[src/rtl/hilo_muldiv_unit.sv]
// hilo_muldiv_unit: EX-stage iterative multiply/divide unit owning the
// architectural HI/LO registers. MULT/MULTU/DIV/DIVU take WIDTH iteration
// cycles plus one commit cycle; MTHI/MTLO write in the issuing cycle.
// Build option: define MULDIV_SIGNED_EN for signed MULT/DIV (magnitude
// conversion plus sign fix-up); without it MULT/DIV execute as MULTU/DIVU.
module hilo_muldiv_unit #(
   parameter int WIDTH = 32
) (
   input  logic             clk,
   input  logic             rst_n,
   input  logic             start,
   input  logic [2:0]       op,
   input  logic [WIDTH-1:0] rs_val,
   input  logic [WIDTH-1:0] rt_val,
   input  logic             flush,
   output logic             busy,
   output logic             done,
   output logic             hiwrite,
   output logic             lowrite,
   output logic [WIDTH-1:0] hi_wdata,
   output logic [WIDTH-1:0] lo_wdata,
   output logic [WIDTH-1:0] hi_out,
   output logic [WIDTH-1:0] lo_out
);

   localparam int CNT_W = $clog2(WIDTH) + 1;

   localparam logic [2:0] OP_MULT  = 3'd0;
   localparam logic [2:0] OP_MULTU = 3'd1;
   localparam logic [2:0] OP_DIV   = 3'd2;
   localparam logic [2:0] OP_DIVU  = 3'd3;
   localparam logic [2:0] OP_MTHI  = 3'd4;
   localparam logic [2:0] OP_MTLO  = 3'd5;

   typedef enum logic [1:0] {
      ST_IDLE = 2'd0,
      ST_MUL  = 2'd1,
      ST_DIV  = 2'd2,
      ST_DONE = 2'd3
   } state_t;

   state_t             state_r;
   state_t             state_nx_s;
   logic [CNT_W-1:0]   cnt_r;
   logic [2*WIDTH-1:0] prod_r;      // {partial high, remaining multiplier bits}
   logic [WIDTH-1:0]   mcand_r;
   logic [WIDTH-1:0]   rem_r;
   logic [WIDTH-1:0]   quot_r;      // dividend bits shift out as quotient bits shift in
   logic [WIDTH-1:0]   divisor_r;
   logic               is_div_r;
   logic               busy_r;
   logic [WIDTH-1:0]   hi_r;
   logic [WIDTH-1:0]   lo_r;

   logic               is_mul_op_s;
   logic               is_div_op_s;
   logic [WIDTH-1:0]   rs_mag_s;
   logic [WIDTH-1:0]   rt_mag_s;
   logic [WIDTH:0]     mul_sum_s;
   logic [WIDTH:0]     div_shift_s;
   logic               div_ge_s;
   logic [WIDTH-1:0]   div_diff_s;
   logic [2*WIDTH-1:0] mul_res_s;
   logic [WIDTH-1:0]   quot_res_s;
   logic [WIDTH-1:0]   rem_res_s;
   logic               done_s;
   logic               hiwrite_s;
   logic               lowrite_s;
   logic [WIDTH-1:0]   hi_wdata_s;
   logic [WIDTH-1:0]   lo_wdata_s;

`ifdef MULDIV_SIGNED_EN
   logic               neg_prod_r;
   logic               neg_quot_r;
   logic               neg_rem_r;
   logic               signed_op_s;
   logic               rs_neg_s;
   logic               rt_neg_s;

   // Two's complement negation of a WIDTH-bit value.
   function automatic logic [WIDTH-1:0] twos_neg(input logic [WIDTH-1:0] x);
      return ~x + WIDTH'(1);
   endfunction
`endif

   assign is_mul_op_s = (op == OP_MULT) || (op == OP_MULTU);
   assign is_div_op_s = (op == OP_DIV)  || (op == OP_DIVU);

`ifdef MULDIV_SIGNED_EN
   assign signed_op_s = (op == OP_MULT) || (op == OP_DIV);
   assign rs_neg_s    = signed_op_s & rs_val[WIDTH-1];
   assign rt_neg_s    = signed_op_s & rt_val[WIDTH-1];
   assign rs_mag_s    = rs_neg_s ? twos_neg(rs_val) : rs_val;
   assign rt_mag_s    = rt_neg_s ? twos_neg(rt_val) : rt_val;
`else
   assign rs_mag_s    = rs_val;
   assign rt_mag_s    = rt_val;
`endif

   // One shift-add step: add the multiplicand when the current multiplier bit is set.
   assign mul_sum_s   = {1'b0, prod_r[2*WIDTH-1:WIDTH]} +
                        {1'b0, (prod_r[0] ? mcand_r : {WIDTH{1'b0}})};
   // One restoring-division step; a zero divisor always "fits", so the
   // remainder collects the dividend and the quotient fills with ones.
   assign div_shift_s = {rem_r, quot_r[WIDTH-1]};
   assign div_ge_s    = (div_shift_s >= {1'b0, divisor_r});
   assign div_diff_s  = div_shift_s[WIDTH-1:0] - divisor_r;

   // Next-state selection; flush always returns the unit to IDLE.
   always_comb begin
      state_nx_s = state_r;
      if (flush) begin
         state_nx_s = ST_IDLE;
      end else begin
         case (state_r)
            ST_IDLE: begin
               if (start && is_mul_op_s) begin
                  state_nx_s = ST_MUL;
               end else if (start && is_div_op_s) begin
                  state_nx_s = ST_DIV;
               end else begin
                  state_nx_s = ST_IDLE;
               end
            end
            ST_MUL: begin
               if (cnt_r == CNT_W'(WIDTH - 1)) begin
                  state_nx_s = ST_DONE;
               end else begin
                  state_nx_s = ST_MUL;
               end
            end
            ST_DIV: begin
               if (cnt_r == CNT_W'(WIDTH - 1)) begin
                  state_nx_s = ST_DONE;
               end else begin
                  state_nx_s = ST_DIV;
               end
            end
            ST_DONE: state_nx_s = ST_IDLE;
            default: state_nx_s = ST_IDLE;
         endcase
      end
   end

   // State register and registered busy flag.
   always_ff @(posedge clk or negedge rst_n) begin
      if (!rst_n) begin
         state_r <= ST_IDLE;
         busy_r  <= 1'b0;
      end else begin
         state_r <= state_nx_s;
         busy_r  <= (state_nx_s != ST_IDLE);
      end
   end

   // Operand latch, iteration datapath and iteration counter.
   always_ff @(posedge clk or negedge rst_n) begin
      if (!rst_n) begin
         cnt_r      <= '0;
         prod_r     <= '0;
         mcand_r    <= '0;
         rem_r      <= '0;
         quot_r     <= '0;
         divisor_r  <= '0;
         is_div_r   <= 1'b0;
`ifdef MULDIV_SIGNED_EN
         neg_prod_r <= 1'b0;
         neg_quot_r <= 1'b0;
         neg_rem_r  <= 1'b0;
`endif
      end else if (flush) begin
         cnt_r <= '0;
      end else begin
         case (state_r)
            ST_IDLE: begin
               cnt_r <= '0;
               if (start && (is_mul_op_s || is_div_op_s)) begin
                  mcand_r    <= rs_mag_s;
                  prod_r     <= {{WIDTH{1'b0}}, rt_mag_s};
                  rem_r      <= '0;
                  quot_r     <= rs_mag_s;
                  divisor_r  <= rt_mag_s;
                  is_div_r   <= is_div_op_s;
`ifdef MULDIV_SIGNED_EN
                  // A zero divisor keeps the all-ones quotient unsigned.
                  neg_prod_r <= rs_neg_s ^ rt_neg_s;
                  neg_quot_r <= (rs_neg_s ^ rt_neg_s) && (rt_val != {WIDTH{1'b0}});
                  neg_rem_r  <= rs_neg_s;
`endif
               end
            end
            ST_MUL: begin
               prod_r <= {mul_sum_s, prod_r[WIDTH-1:1]};
               cnt_r  <= cnt_r + CNT_W'(1);
            end
            ST_DIV: begin
               rem_r  <= div_ge_s ? div_diff_s : div_shift_s[WIDTH-1:0];
               quot_r <= {quot_r[WIDTH-2:0], div_ge_s};
               cnt_r  <= cnt_r + CNT_W'(1);
            end
            ST_DONE: cnt_r <= '0;
            default: cnt_r <= '0;
         endcase
      end
   end

   // Sign fix-up of the raw magnitude results.
   always_comb begin
      mul_res_s  = prod_r;
      quot_res_s = quot_r;
      rem_res_s  = rem_r;
`ifdef MULDIV_SIGNED_EN
      if (neg_prod_r) begin
         mul_res_s = ~prod_r + (2*WIDTH)'(1);
      end else begin
         mul_res_s = prod_r;
      end
      if (neg_quot_r) begin
         quot_res_s = twos_neg(quot_r);
      end else begin
         quot_res_s = quot_r;
      end
      if (neg_rem_r) begin
         rem_res_s = twos_neg(rem_r);
      end else begin
         rem_res_s = rem_r;
      end
`endif
   end

   // Commit strobes and write data; data is forced to zero without a strobe.
   always_comb begin
      done_s     = 1'b0;
      hiwrite_s  = 1'b0;
      lowrite_s  = 1'b0;
      hi_wdata_s = '0;
      lo_wdata_s = '0;
      case (state_r)
         ST_DONE: begin
            if (!flush) begin
               done_s    = 1'b1;
               hiwrite_s = 1'b1;
               lowrite_s = 1'b1;
               if (is_div_r) begin
                  hi_wdata_s = rem_res_s;
                  lo_wdata_s = quot_res_s;
               end else begin
                  hi_wdata_s = mul_res_s[2*WIDTH-1:WIDTH];
                  lo_wdata_s = mul_res_s[WIDTH-1:0];
               end
            end else begin
               done_s = 1'b0;
            end
         end
         ST_IDLE: begin
            if (start && !flush) begin
               if (op == OP_MTHI) begin
                  hiwrite_s  = 1'b1;
                  hi_wdata_s = rs_val;
               end else if (op == OP_MTLO) begin
                  lowrite_s  = 1'b1;
                  lo_wdata_s = rs_val;
               end else begin
                  hiwrite_s = 1'b0;
               end
            end else begin
               hiwrite_s = 1'b0;
            end
         end
         default: done_s = 1'b0;
      endcase
   end

   // Architectural HI/LO registers.
   always_ff @(posedge clk or negedge rst_n) begin
      if (!rst_n) begin
         hi_r <= '0;
         lo_r <= '0;
      end else begin
         if (hiwrite_s) begin
            hi_r <= hi_wdata_s;
         end
         if (lowrite_s) begin
            lo_r <= lo_wdata_s;
         end
      end
   end

   assign busy     = busy_r;
   assign done     = done_s;
   assign hiwrite  = hiwrite_s;
   assign lowrite  = lowrite_s;
   assign hi_wdata = hi_wdata_s;
   assign lo_wdata = lo_wdata_s;
   assign hi_out   = hi_r;
   assign lo_out   = lo_r;

endmodule

[config.mk]
export PLATFORM = sky130hd
export DESIGN_NAME = hilo_muldiv_unit
export DESIGN_NICKNAME = d
export VERILOG_FILES = /design/src/rtl/hilo_muldiv_unit.sv
export SDC_FILE = /design/constraint.sdc
export NUM_CORES = 1
export LEC_CHECK = 0
export ABC_AREA = 1
export BUFFER_PORTS_ARGS = -buffer_cell sky130_fd_sc_hd__buf_2
export CAP_MARGIN = 30
export CORE_MARGIN = 10
export CORE_UTILIZATION = 30
export DETAILED_ROUTE_END_ITERATION = 12
export HOLD_SLACK_MARGIN = 0.15
export MAX_ROUTING_LAYER = met4
export PLACE_DENSITY = 0.58
export SLEW_MARGIN = 20
export SYNTH_ARGS = -nofsm -noshare
export SYNTH_HDL_FRONTEND = slang
export SYNTH_SLANG_ARGS = --single-unit
[constraint.sdc]
create_clock -name clk -period 2.8 [get_ports clk]
set_clock_uncertainty 0.2 [all_clocks]
set_input_delay 0.14 -clock clk [delete_from_list [all_inputs] [get_ports clk]]
set_output_delay 0.14 -clock clk [all_outputs]
set_load 0.005 [all_outputs]
# Word-level counts from Yosys, hierarchy flattened
# Index checks and enable logic that the tools add are counted.
# totals
output_inout_bits,132
inputBits,71
mem_bits_rw,0
reg_bits,266
rom_bits,0
n_memories,0
elab_cells,80
latchBits,0
# op_classes
shifts,0
n_addsub,3
n_bitwise,1
eq_ne,10
div,0
magnitude_cmp,1
n_mul,0
n_reduce_logical,18
mux,36
# ops
cell,count
$mux W32,13
$pmux W32 S2,4
$pmux W64 S2,1
$mux W64,1
$add A32 B32 Y33,1
$ge A33 B32 Y1,1
$sub A32 B32 Y32,1
$pmux W6 S2,1
$reduce_and A3 Y1,3
$mux W1,8
$mux W2,4
$pmux W2 S4,1
$add A6 B1 Y6 const B,1
$eq A3 B2 Y1 const B,2
$eq A3 B3 Y1 const B,2
$eq A6 B5 Y1 const B,1
$mux W6,1
$reduce_bool A2 Y1,3
$eq A2 B2 Y1 const B,2
$logic_and A1 B1 Y1,4
$pmux W1 S2,2
$reduce_or A2 Y1,2
$eq A3 B1 Y1 const B,1
$logic_not A3 Y1,1
other kinds (6),8

# Logic depth before layout (Yosys ltp)
# depth
word_depth,8
depth_mapped,18
depth_no_buf,16

# Worst setup path after synthesis
# OpenSTA, ideal clock, no wires.
# synth_path
kind,reg-to-reg
startpoint,"register prod_r[0], in the netlist mul_res_s[0]"
endpoint,"register prod_r[59], in the netlist mul_res_s[59]"
synth_period_minus_slack_ns,2.591
setup_slack_ns,0.209
setup_time_ns,0.118
path_buffers,2
t_arrival_ns,2.273
path_stages_with_launch,18
required_ns,2.482
cell_sequence,dfrtp_1 -> clkbuf_1 -> clkbuf_1 -> nand2_1 -> inv_1 -> ha_1 -> inv_1 -> fa_1 -> o21ai_1 -> nand2_1 -> nand2_1 -> nand2_1 -> nand2_1 -> nand3_1 -> nand2_1 -> nand2_1 -> nand3_1 -> nand2_1
# synth_via
elab_chain_len,3
# synth_lines
element,line,text
start: declaration,45,logic [2*WIDTH-1:0] prod_r;
start signal: assignment,179,"prod_r <= {{WIDTH{1'b0}}, rt_mag_s};"
start signal: assignment,193,"prod_r <= {mul_sum_s, prod_r[WIDTH-1:1]};"
$mux W32,102,"{1'b0, (prod_r[0] ? mcand_r : {WIDTH{1'b0}})};"
$add A32 B32 Y33,101,"assign mul_sum_s = {1'b0, prod_r[2*WIDTH-1:WIDTH]} +"
$pmux W64 S2,174,case (state_r)
# Every way passes these cells.
# A chain may end at the register's enable or synchronous reset.

# Worst setup path in the final report
# layout_path
startpoint,register state_r[0]
endpoint,output hi_wdata[21]
# layout_via
elab_chain_len,2
elab_cells_between_ends,3
cone_classes,eq/ne (1); mux (1); reduce/logical (1)
# layout_lines
element,line,text
start: declaration,42,state_t state_r;
start signal: assignment,151,state_r <= state_nx_s;
$eq A2 B2 Y1 or $logic_not A2 Y1 (tied branches),238,case (state_r)
$pmux W32 S2 (*),238,
end: declaration,20,"output logic [WIDTH-1:0] hi_wdata,"
# Mark *: on every way between the ends. The rest lies on a longest branch, timed or not.

==> metrics.txt <==
status complete, no violations; total die area 0.0677 mm^2; syn avg cell area 6.85 um^2; DR pass1 iterations 7; f_max 0.369 GHz; first-pass GRT wire length 103 mm; Max Cap Viol 0; core region area 0.0567 mm^2; ys flop type dfrtp_1; synthesized flop and latch total 266; post-synth top area cell dfrtp_1; Slew HR 50.6%; starting DRC count in detailed routing 1539; Final Util 38.5%; Sw Pwr 4720 uW; CTS Buffer Depth 3; r2r startpoint state_r[1]; post-synth net total 2667; # setup viols final 0; async set or reset register ratio after synthesis 100%; Gate Count Post-Synth 2525; pin count of the biggest net entering global routing 102; CTS tree done; worst hold path type input port to flop; power per standard cell area 618 mW/mm^2; Seq/Total Area, Yosys 38.5%; GR Util met1 26.5%; Worst Setup EP hi_wdata[21]; Worst R2R Path Depth 9; share of the synthesized area in the top cell type 38.5%; GRT Total Usage 19.9%; crit path from state_r[0]; fillers 6025; min Tclk post-route 2710 ps; fraction of layout cells with a size suffix above 1 13.7%; worst path required time 2460 ps; via/cell ratio 4.90; Logic pwr share 28.3%; Final Max Slew Viols 0; Final ANT Viol Nets 0; Die W 260 um; PortBufs 202; Reg power frac 37.6%; arrival time at the worst endpoint 2370 ps; GR Util met3 2.68%; Static Leak 0.0112 uW; number of antenna violations at the first check in global routing 0; Most Used Layer, Global Route met2; synth warn 0; # H-tree levels 2; peak fanout along the critical path 10; number of flops mapped to enable cells by yosys 0; Num CTS Buffers 35; placed cell areas 0.0193 mm^2; # diodes 0; grt met2 use 31.6%; clk slew on worst S/H paths 60 ps; crit end category primary output; list of most frequent post-synthesis cells nand2_1, inv_1, dfrtp_1; Finished Cell Area 0.0218 mm^2; Skew-Pair Late Insertion Delay 560 ps; Fin. Hold Viols 0; final worst path period share 96.9%; Remaining Overflow, GRT 0; CP startpoint kind flop; drt drc 0; die height 260 um; r2r setup slk 140 ps; RSZ-0062 raised after global routing no; via count of the first global-routing pass 17.3k; Vias 17.6k; average routed wire per standard cell 18.6 um; Int Power 8760 uW; maximum vdd drop 0.000349 V; CTS sink cnt 266; GPL Wtd Cong 0.969; r2r endpoint divisor_r[2]; clock root buffer clkbuf_16; Syn Std Cell Area 0.0173 mm^2; WS Path Type flop to primary output; drt total wl 66.8 mm; Clock power frac 34.0%; Initial Util 30.5%; worst slew pin tran 740 ps; Layout Nets 2959; Layout area overhead 26.1%; Sw Share 35.0%; largest cells by area after synthesis dfrtp_1, nand2_1, inv_1; count leader, synth nand2_1; Site Rows 87; Yosys cell types 47; Detail Placement HPWL 50.8 mm; # IOs 203
==> repair_timing <==
item	CTS	global route
hold buffers	111	0
setup buffers	4	1
endpoints found under the hold margin	478	0
gates cloned	0	1
setup endpoints to repair	62	78
pin swaps	0	2
gates resized for setup	18	23
==> flip-flops by register name, indices dropped and copies added (netlist names) <==
name / flops
busy: 1
mcand_r: 32
divisor_r: 32
rem_r: 32
hi_out: 32
lo_out: 32
mul_res_s: 64
quot_r: 32
is_div_r: 1
cnt_r: 6
state_r: 2
==> per-stage QoR <==
stage	setup WS [ps]	hold slack, ps	setup TNS (ps)	total power [uW]	cells
2_1_floorplan	209	-356	0	7260	2525
3_3_place_gp	176	-14.3	0	8770	3419
3_5_place_dp	198	-22.1	0	8800	3419
4_1_cts	-5.13	158	-6.24	13600	3597
5_1_grt	3.03	202	0	14300	3599
6_report	86.8	181	0	13500	3599
==> cells by family after synthesis <==
family	synth area share, %
and+or+nand+nor	28.3
AOI/OAI and AO/OA	16.9
buffers and inverters	10.4
DFF	38.5
adders and majority gates	5.22
xor gates and xnor gates	0.709
==> power groups by stage <==
stage / Sequential (uW) / Clock, uW / Combinational [uW]
2_1_floorplan: 5080 / 0 / 2170
3_3_place_gp: 5110 / 0 / 3660
3_5_place_dp: 5120 / 0 / 3680
4_1_cts: 5070 / 4700 / 3810
5_1_grt: 5160 / 4880 / 4280
6_report: 5070 / 4590 / 3820
==> critical path, stage by stage, from the launching register on <==
cell	delay [ps]
dfrtp_1	410
ha_1	220
nand2_2	170
clkinvlp_4	180
buf_4	210
o21ai_0	80
a2bb2oi_1	350
nor2_1	70
buf_2	150
==> per-layer routing <==
layer | vias to the layer above | routed length, um
met1 | 8359 | 30600
li1 | 8685 | -
met3 | 87 | 3970
met2 | 508 | 30900
met4 | 0 | 1440
met5 | - | 0
==> cell type report <==
cell class / count / area [um^2] / area share [%]
clock buffers: 48 / 965 / 4.42
clock inverters: 15 / 179 / 0.820
inverters: 347 / 1310 / 5.99
multi-input cells: 1800 / 9010 / 41.3
flip-flops and latches: 266 / 6660 / 30.5
well taps: 756 / 946 / 4.34
repair buffers: 367 / 2750 / 12.6
==> cells in the final DEF (no fill, tap or decap), types with 12 or more instances in the layout <==
cell	instances
nand3_1	120
a21oi_1	159
dfrtp_1	265
buf_4	36
o211ai_1	51
nand2_1	761
xnor2_1	13
buf_12	15
o21ai_0	163
nor2_1	239
nand4_1	15
ha_1	64
a31oi_1	14
a22oi_2	12
buf_2	201
a22oi_1	32
inv_2	21
o21ai_1	41
nand2_2	13
clkbuf_16	36
inv_1	319
dlygate4sd3_1	111
==> worst min path at each step <==
stage | startpoint | to | slack [ps] | depth (start not counted)
floorplan | rst_n | busy | -360 | 0
global placement | rst_n | hi_out[5] | -10 | 1
detailed placement | rst_n | hi_out[9] | -20 | 1
CTS | rt_val[5] | divisor_r[5] | 160 | 4
global route | rt_val[5] | divisor_r[5] | 200 | 4
finish | rt_val[5] | divisor_r[5] | 180 | 4
Power figures use the tool's default switching activity.
